`config.mk`:
```
export PLATFORM = sky130hd
export DESIGN_NAME = magia_fsync_node
export DESIGN_NICKNAME = d
export VERILOG_FILES = /design/src/rtl/magia_fsync_pkg.sv /design/src/rtl/magia_fsync_slot.sv /design/src/rtl/magia_fsync_node.sv
export SDC_FILE = /design/constraint.sdc
export NUM_CORES = 1
export LEC_CHECK = 0
export ABC_AREA = 1
export CAP_MARGIN = 20
export CORE_UTILIZATION = 23
export DETAILED_ROUTE_END_ITERATION = 8
export DONT_BUFFER_PORTS = 1
export PLACE_DENSITY_LB_ADDON = 0.12
export SLEW_MARGIN = 40
export SYNTH_ARGS = -nofsm -noshare
export SYNTH_HDL_FRONTEND = slang
export SYNTH_SLANG_ARGS = --single-unit
```
`constraint.sdc`:
```
create_clock -name clk_i -period 1.65 [get_ports clk_i]
set_clock_uncertainty 0.2 [all_clocks]
set_input_delay 0.2475 -clock clk_i [delete_from_list [all_inputs] [get_ports clk_i]]
set_output_delay 0.2475 -clock clk_i [all_outputs]
set_load 0.01 [all_outputs]
```
`src/rtl/magia_fsync_pkg.sv`:
```
// Shared types and constants for the MAGIA fractal-synchronisation tree nodes.
package magia_fsync_pkg;

  typedef enum logic {
    IDLE,
    WAIT_PAR
  } fsync_state_e;

  localparam int unsigned FSYNC_LVL_WIDTH = 3;
  typedef logic [FSYNC_LVL_WIDTH-1:0] fsync_lvl_t;

  // A request at this level completes at the current node; higher levels go up.
  localparam int unsigned FSYNC_LOCAL_LVL = 1;

endpackage

```
`src/rtl/magia_fsync_slot.sv`:
```
// Per-child barrier slot: holds one pending request and its level, and flags
// illegal (level 0) or duplicate requests with a one-cycle error pulse.
module magia_fsync_slot
  import magia_fsync_pkg::*;
#(
  parameter int unsigned LVL_WIDTH = FSYNC_LVL_WIDTH
) (
  input  logic                 clk_i,
  input  logic                 rst_ni,
  input  logic                 req_i,
  input  logic [LVL_WIDTH-1:0] lvl_i,
  input  logic                 clear_i,
  output logic                 pend_o,
  output logic [LVL_WIDTH-1:0] lvl_o,
  output logic                 err_o
);

  logic illegal;
  logic capture;

  assign illegal = (lvl_i == '0);
  // clear_i only fires while pend_o is set, so it never races a capture.
  assign capture = req_i && !illegal && !pend_o;

  // NOTE: sequential state uses non-blocking assignments so every flop samples
  // pre-edge values; lvl_o is reset too so no X can reach the parent level.
  always_ff @(posedge clk_i or negedge rst_ni) begin
    if (!rst_ni) begin
      pend_o <= 1'b0;
      lvl_o  <= '0;
      err_o  <= 1'b0;
    end else begin
      err_o <= req_i && (illegal || pend_o);
      if (clear_i) begin
        pend_o <= 1'b0;
      end else if (capture) begin
        pend_o <= 1'b1;
        lvl_o  <= lvl_i;
      end
    end
  end

endmodule

```
`src/rtl/magia_fsync_node.sv`:
```
// Two-child fractal-sync node: releases both children on a local match,
// forwards higher-level barriers to the parent, and flags level mismatches.
module magia_fsync_node
  import magia_fsync_pkg::*;
#(
  parameter int unsigned LVL_WIDTH = FSYNC_LVL_WIDTH,
  parameter int unsigned CNT_WIDTH = 32
) (
  input  logic                      clk_i,
  input  logic                      rst_ni,
  input  logic [1:0]                ch_req_i,
  input  logic [1:0][LVL_WIDTH-1:0] ch_lvl_i,
  output logic [1:0]                ch_wake_o,
  output logic [1:0]                ch_err_o,
  output logic                      par_req_o,
  output logic [LVL_WIDTH-1:0]      par_lvl_o,
  input  logic                      par_wake_i,
  output logic                      busy_o,
  output logic [CNT_WIDTH-1:0]      sync_cnt_o
);

  logic [1:0]                pend;
  logic [1:0][LVL_WIDTH-1:0] lvl_q;
  logic [1:0]                slot_err;
  logic                      clear;

  for (genvar i = 0; i < 2; i++) begin : g_slot
    magia_fsync_slot #(
      .LVL_WIDTH(LVL_WIDTH)
    ) u_slot (
      .clk_i  (clk_i),
      .rst_ni (rst_ni),
      .req_i  (ch_req_i[i]),
      .lvl_i  (ch_lvl_i[i]),
      .clear_i(clear),
      .pend_o (pend[i]),
      .lvl_o  (lvl_q[i]),
      .err_o  (slot_err[i])
    );
  end

  fsync_state_e state_q, state_d;
  logic         both_pend, lvl_match, is_local;
  logic         wake_d, mism_d, par_req_d, cnt_inc;
  logic         mism_q;

  assign both_pend = &pend;
  assign lvl_match = (lvl_q[0] == lvl_q[1]);
  assign is_local  = (lvl_q[0] == LVL_WIDTH'(FSYNC_LOCAL_LVL));

  // NOTE: every always_comb output gets a default first so no latch is inferred.
  always_comb begin
    state_d   = state_q;
    clear     = 1'b0;
    wake_d    = 1'b0;
    mism_d    = 1'b0;
    par_req_d = 1'b0;
    cnt_inc   = 1'b0;
    unique case (state_q)
      IDLE: begin
        // par_wake_i is deliberately ignored here.
        if (both_pend) begin
          if (!lvl_match) begin
            mism_d = 1'b1;
            clear  = 1'b1;
          end else if (is_local) begin
            wake_d  = 1'b1;
            clear   = 1'b1;
            cnt_inc = 1'b1;
          end else begin
            par_req_d = 1'b1;
            state_d   = WAIT_PAR;
          end
        end
      end
      WAIT_PAR: begin
        if (par_wake_i) begin
          wake_d  = 1'b1;
          clear   = 1'b1;
          cnt_inc = 1'b1;
          state_d = IDLE;
        end
      end
      default: state_d = IDLE;
    endcase
  end

  always_ff @(posedge clk_i or negedge rst_ni) begin
    if (!rst_ni) begin
      state_q    <= IDLE;
      ch_wake_o  <= 2'b00;
      mism_q     <= 1'b0;
      par_req_o  <= 1'b0;
      par_lvl_o  <= '0;
      busy_o     <= 1'b0;
      sync_cnt_o <= '0;
    end else begin
      state_q   <= state_d;
      ch_wake_o <= {2{wake_d}};
      mism_q    <= mism_d;
      par_req_o <= par_req_d;
      busy_o    <= (state_d == WAIT_PAR);
      if (par_req_d) par_lvl_o <= lvl_q[0] - LVL_WIDTH'(1);
      if (cnt_inc)   sync_cnt_o <= sync_cnt_o + CNT_WIDTH'(1);
    end
  end

  // Capture errors and mismatch errors are both registered; only the merge is here.
  assign ch_err_o = slot_err | {2{mism_q}};

endmodule
```
==> summary.txt, run 1 <==
Synth
  – Largest family of logic cells by synthesized area: simple AND/OR/NAND/NOR gates
  – Adder-cell share of the synthesized area: between 1 and 1.5%
  – Simple-gate share of the synthesized area: a little under half
  – Synth top area share: ~41%
  – Seq/Total Area, Yosys: 41.1%
  – Post-Syn Area: a little under 3000 sq um
  – Synthesized Nets: 442
  – Mux share of post-synthesis cell area: 0%
  – Top post-synthesis cells by area: dfrtp_1, nand2_1, nor2_1
  – Synth Instances: 428
  – Syn avg cell area: 6.97 sq um
  – Unique cell type count in the Yosys netlist: 24
  – Synth area leader: dfrtp_1
  – Compound-Gate Fraction of Synth Area: 1.34%
  – Yosys warnings: 0
  – XOR/XNOR Fraction of Synth Area: between 5 and 6%
  – #FFs+latches synth: 49

Worst setup path
  – CP Launch Type: flop
  – Slowest cell on the critical path: dfrtp_1
  – Cell family with most CP delay: simple AND/OR/NAND/NOR gates
  – Worst setup EP type: flop
  – CP cell instances: buf_4 > xor2_1 > nor2_4 > nand4_4 > buf_12 > nand3_1 > nand2_1
  – Kind of critical path: reg -> reg
  – Max stage delay on crit path: ~0.38 ns
  – Critical path arrival: 1.64 ns
  – WP buf/inv: 2
  – Crit path max fanout: 32
  – Crit path required time: between 1.5 and 2 ns

GRT
  – GRT Total Usage: 15.3%
  – Antenna violations before repair: 0
  – GRT Residual Overflow: 0
  – Global-route wire length before repair: 15200 um
  – Vias in the first global route: roughly 2900
  – Largest net degree at the start of global routing: 50

Die
  – I/O Pins: 52
  – Die width: 116 um
  – Initial Util: 23.6%
  – Chip height: 116 um
  – Std-Cell Rows: just over 40
  – Core area: 12600 sq um
  – Die Area: 13400 sq um

Routing
  – DR vias/cell: 4.36
  – Detailed Routing Iterations Pass 1: 4
  – Routed WL: between 9000 and 10000 um
  – Routed Antenna Nets: 0
  – Via count: 3064
  – Initial DRC Count: roughly 140
  – DRC viols: 0
  – Routed wire length per instance: 13.9 um

CTS
  – CTS H-tree depth: 2
  – CTS tree: done
  – Clk buf depth: 2
  – Cts bufs inserted: 5
  – Root Buffer: clkbuf_16
  – Clock Pin Slew Worst Setup and Hold Paths: 0.07 ns
  – Clk_lat worst skew: 0.30 ns
  – Sink Count: 49

Layout
  – Area growth, synth to finish: 46.0%
  – Final net count: 543
  – Diodes inserted: 0
  – Commonest non-fill, non-tap cells in the layout: nand2_1, buf_4, dfrtp_1
  – Share of layout cells above drive strength 1: 29.8%
  – Post-layout instance area: 4360 sq um
  – Most common library cell in the layout ignoring fill and taps: nand2_1

STA
  – Fin. Hold Viols: 0
  – Max Freq: 0.606 GHz
  – Fin Setup TNS: -0.00120 ns
  – Final Slew Violations: 0
  – Slew margin rel.: 71.1%
  – Unrepaired setup endpoints after global routing: true
  – Minimum clock period: 1.65 ns
  – # setup viols final: 1
  – Final Cycle Share: 100%
  – Final setup margin: -0.00120 ns
  – Worst-margin pin slew: 0.432 ns

Outcome
  – Failing checks: setup timing
  – Status: finished, violations left

Min path
  – Worst Hold Class: in -> reg

Placed design
  – PortBufs: 0
  – Hpwl dp: between 7000 and 8000 um
  – Gpl congestion: 0.816
  – Dpl cell area: 3790 sq um
  – Setup WS pre-CTS: -0.0520 ns

Power
  – Worst IR Drop VDD: ~660 uV
  – Pwr Total: approximately 4.4 mW
  – PwrDens: about 1000 nW/um^2
  – Static Leak: between 2 and 2.5 nW

Flow run
  – Max Cap Viol: 0
-- per-layer routing --
metal | up-vias | track usage (%) | share of wire (%)
met5 | - | 0 | 0
met4 | 0 | 5.04 | 1.5
met3 | 10 | 3.92 | 4.6
met2 | 58 | 25.2 | 46
met1 | 1438 | 19.5 | 48
li1 | 1558 | - | -
-- state kept, by name (all words and copies together) (netlist names) --
register / cells
par_lvl_o: 3
par_req_o: 1
g_slot.u_slot.err_o: 2
g_slot.u_slot.pend_o: 2
state_q: 1
ch_wake_o: 1
sync_cnt_o: 32
mism_q: 1
g_slot.u_slot.lvl_o: 6
-- synth_stat cells, drive strengths merged --
library cell	n
nand2	197
nor2	58
dfrtp	49
nand3	36
inv	22
nand3b	15
xor2	11
nand4	9
buf	7
xnor2	7
o21ai	6
clkbuf	4
ha	3
a21oi	2
or2	2
-- cell families (layout without fill, tap and decap cells) --
kind of cell / count (synthesis) / after routing
AOI/OAI and AO/OA: 8 / 8
xor gates and xnor gates: 18 / 18
adders and majority gates: 3 / 3
buffers and inverters: 33 / 135
DFF: 49 / 49
and+or+nand+nor: 317 / 317
-- layout make-up --
class,instances,area [sq um]
fill,1383,8260
multi-input combinational,346,1750
sequential,49,1230
timing repair buffer,105,925
tap,172,215
clock buffer,6,139
inverter,22,82.6
clock inverter,2,13.8
-- metrics by stage --
stage               hold slack, ns  util [%]  cells
global route                 0.198      34.5    702
floorplan                   -0.248         -    428
detailed placement          -0.245      30.1    669
finish                       0.144      34.5    702
CTS                          0.129      32.9    695
global placement            -0.245      30.1    669
-- path summary, 6_finish.rpt --
check                                                      start  slack, ns                                     to  depth (start not counted)
setup / recovery           g_slot[0].u_slot.lvl_o[1]$_DFFE_PN0P_     -0.001             sync_cnt_o[30]$_DFFE_PN0P_                          7
max in group asynchronous                                 rst_ni       0.73             sync_cnt_o[10]$_DFFE_PN0P_                          2
hold / removal                                       ch_lvl_i[5]       0.14  g_slot[1].u_slot.lvl_o[2]$_DFFE_PN0P_                          6
hold reg to reg            g_slot[1].u_slot.lvl_o[0]$_DFFE_PN0P_       0.33  g_slot[1].u_slot.lvl_o[0]$_DFFE_PN0P_                          2
min in group asynchronous                                 rst_ni       0.27              sync_cnt_o[4]$_DFFE_PN0P_                          2
setup reg to reg           g_slot[0].u_slot.lvl_o[1]$_DFFE_PN0P_     -0.001             sync_cnt_o[30]$_DFFE_PN0P_                          7
-- tightest hold or removal path, delay by kind of cell --
kind / cells / cell delay, ns
simple gates: 5 / 0.34
buf+inv: 1 / 0.03
-- repair_timing --
| action | in CTS | in global routing |
|---|---|---|
| hold buffers | 13 | 0 |
| gates resized for setup | 9 | 45 |
| endpoints found under the setup margin | 32 | 43 |
| hold endpoints to repair | 58 | 0 |
| pin swaps | 1 | 6 |
| buffers inserted | 5 | 5 |
| gates cloned | 0 | 2 |
-- where the power goes --
part	internal, mW	total, mW	switching (mW)
combinational	0.814	1.71	0.901
clock	0.606	1.12	0.511
sequential	1.41	1.62	0.205
(Power assumes the default switching activity.)
==> run 2, diff against run 1 <==
--- a/config.mk
+++ b/config.mk
@@ -11,6 +11,8 @@
 export DETAILED_ROUTE_END_ITERATION = 8
 export DONT_BUFFER_PORTS = 1
 export PLACE_DENSITY_LB_ADDON = 0.12
+export SETUP_SLACK_MARGIN = 0.4
+export SKIP_LAST_GASP = 1
 export SLEW_MARGIN = 40
 export SYNTH_ARGS = -nofsm -noshare
 export SYNTH_HDL_FRONTEND = slang
==> summary.txt, run 2 (synthesis results as in run 1) <==
Layout
  – Top flop regs: sync_cnt_o x32, g_slot.u_slot.lvl_o x6, par_lvl_o x3 (unchanged)
  – Largest reg by FF count: sync_cnt_o (unchanged)
  – Area growth, synth to finish: 54.5% (was 46.0%)
  – Diodes inserted: 0 (unchanged)
  – Share of layout cells above drive strength 1: 31.7% (was 29.8%)
  – Final net count: 552 (was 543)
  – Commonest non-fill, non-tap cells in the layout: nand2_1, buf_6, buf_4 (was nand2_1, buf_4, dfrtp_1)
  – Most common library cell in the layout ignoring fill and taps: nand2_1 (unchanged)
  – Max FFs per register: 32 (unchanged)

CTS
  – Root Buffer: clkbuf_16 (unchanged)
  – Clk_lat worst skew: 0.30 ns (about the same)
  – Clk buf depth: 2 (unchanged)
  – Cts bufs inserted: 5 (unchanged)
  – CTS H-tree depth: 2 (unchanged)
  – CTS tree: done (unchanged)
  – Sink Count: 49 (unchanged)
  – Clock Pin Slew Worst Setup and Hold Paths: 0.08 ns (was 0.07 ns)
  – Hold_buf cts: 9 (was 13)

STA
  – Slew margin rel.: 77.5% (was 71.1%)
  – Final Cycle Share: 99.1% (was 100%)
  – Unrepaired setup endpoints after global routing: true (unchanged)
  – Max Freq: 0.612 GHz (was 0.606 GHz)
  – WHS: -0.569 ns (was 0.144 ns)
  – Fin. Hold Viols: 49 (was 0)
  – # setup viols final: 0 (was 1)
  – Worst-margin pin slew: 0.336 ns (was 0.432 ns)
  – Minimum clock period: 1.63 ns (was 1.65 ns)
  – Fin Setup TNS: 0 ns (was -0.00120 ns)
  – Final Slew Violations: 0 (unchanged)

GRT
  – Largest net degree at the start of global routing: 50 (unchanged)
  – Global-route wire length before repair: 16000 um (was 15200 um)
  – GRT Residual Overflow: 0 (unchanged)
  – Antenna violations before repair: 0 (unchanged)
  – GRT Total Usage: 15.9% (was 15.3%)
  – Vias in the first global route: 3004 (was 2854)

Placed design
  – PortBufs: 0 (unchanged)
  – Hpwl dp: 7060 um (was 7050 um)
  – Gpl congestion: 0.856 (was 0.816)

Power
  – Worst IR Drop VDD: 616 uV (was 661 uV)
  – PwrDens: 1050 nW/um^2 (was 1020 nW/um^2)
  – Pwr Total: 4.82 mW (was 4.45 mW)
  – Static Leak: 2.23 nW (was 2.15 nW)

Die
  – Std-Cell Rows: 41 (unchanged)
  – Chip height: 116 um (unchanged)
  – Core area: 12600 sq um (unchanged)
  – I/O Pins: 52 (unchanged)
  – Initial Util: 23.6% (unchanged)
  – Die width: 116 um (unchanged)
  – Die Area: 13400 sq um (unchanged)

Worst setup path
  – Critical path arrival: 1.63 ns (was 1.64 ns)
  – Kind of critical path: reg -> reg (unchanged)
  – Crit path required time: 1.64 ns (about the same)
  – Worst setup EP type: flop (unchanged)
  – CP Launch Type: flop (unchanged)
  – Crit path max fanout: 32 (unchanged)

Routing
  – Routed WL: 9960 um (was 9740 um)
  – Routed wire length per instance: 14.0 um (was 13.9 um)
  – Via count: 3066 (was 3064)
  – DRC viols: 0 (unchanged)
  – Initial DRC Count: 166 (was 142)
  – Routed Antenna Nets: 0 (unchanged)
  – Detailed Routing Iterations Pass 1: 4 (unchanged)
  – DR vias/cell: 4.31 (was 4.36)

Outcome
  – Failing checks: hold timing (was setup timing)
  – Status: finished, violations left (unchanged)

Min path
  – Worst Hold Class: in -> async (was in -> reg)

Flow run
  – Max Cap Viol: 0 (unchanged)
run 2: changes by cell type in the layout (fill, tap and decap cells not counted), moves of 3 or more:
cell	before	now
nor2_1	36	43
nor2_2	16	9
buf_6	5	53
dfrtp_1	44	39
buf_4	82	48
o21ai_0	4	0
dfrtp_2	5	10
dlygate4sd3_1	12	9
run 2: critical path, cell delays in order, from the launching register on:
cell and delay (ns):
dfrtp_1 0.40, inv_1 0.09, ha_2 0.19, nand2_4 0.07, nor2_4 0.10, nand4_4 0.11, buf_12 0.20, nand3_1 0.09
nand2_1 0.05
run 2: worst paths after layout:
check	start	end	slack (ns)	cells past startpoint
worst min register to register	g_slot[1].u_slot.lvl_o[0]$_DFFE_PN0P_	g_slot[1].u_slot.lvl_o[0]$_DFFE_PN0P_	0.30	2
min in group clk_i	ch_req_i[0]	g_slot[0].u_slot.lvl_o[0]$_DFFE_PN0P_	0.06	4
worst max-delay path	g_slot[0].u_slot.lvl_o[1]$_DFFE_PN0P_	sync_cnt_o[17]$_DFFE_PN0P_	0.02	8
worst max register to register	g_slot[0].u_slot.lvl_o[1]$_DFFE_PN0P_	sync_cnt_o[17]$_DFFE_PN0P_	0.02	8
max in group asynchronous	rst_ni	sync_cnt_o[19]$_DFFE_PN0P_	1.72	0
worst min-delay path	rst_ni	sync_cnt_o[24]$_DFFE_PN0P_	-0.57	0
run 2: layout make-up:
cell class	count	area (sq um)
well taps	172	215
clock buffers	5	125
clock inverters	3	46.3
inverters	22	82.6
fillers	1341	8010
multi-input cells	346	1770
repair buffers	114	1130
flip-flops and latches	49	1240
run 2: power breakdown:
part / internal, mW / switching (mW)
sequential: 1.42 / 0.217
combinational: 0.973 / 0.977
clock: 0.720 / 0.517
total: 3.11 / 1.71
run 2: stage by stage:
stage	instances	hold slack (ns)	utilization (%)	setup WS [ns]	cell area [sq um]
2_1_floorplan	428	-0.248	-	0.0919	3050
3_3_place_gp	663	-0.246	30.0	-0.0360	3780
3_5_place_dp	663	-0.246	30.0	-0.0333	3780
4_1_cts	698	-0.583	35.0	0.0112	4420
5_1_grt	711	-0.592	36.5	-0.0840	4610
6_report	711	-0.569	36.5	0.0153	4610
run 2: what timing repair did:
action	4_1_cts	5_1_grt
setup endpoints to repair	81	81
pin swaps	10	7
resized for setup	66	30
hold endpoints to repair	58	49
setup buffers	18	13
run 2: metal layers:
metal	vias up	part of all wire, %	track usage [%]
li1	1569	-	-
met2	51	47	25.9
met5	-	0	0
met3	7	4.7	3.82
met4	0	1.1	4.27
met1	1439	48	21.1
==> run 3, diff against run 2 <==
--- a/config.mk
+++ b/config.mk
@@ -8,6 +8,7 @@
 export ABC_AREA = 1
 export CAP_MARGIN = 20
 export CORE_UTILIZATION = 23
+export CTS_CLUSTER_DIAMETER = 80
 export DETAILED_ROUTE_END_ITERATION = 8
 export DONT_BUFFER_PORTS = 1
 export PLACE_DENSITY_LB_ADDON = 0.12
==> results of run 3 <==
No change in the layout: final DEF, timing and power equal those of run 2.
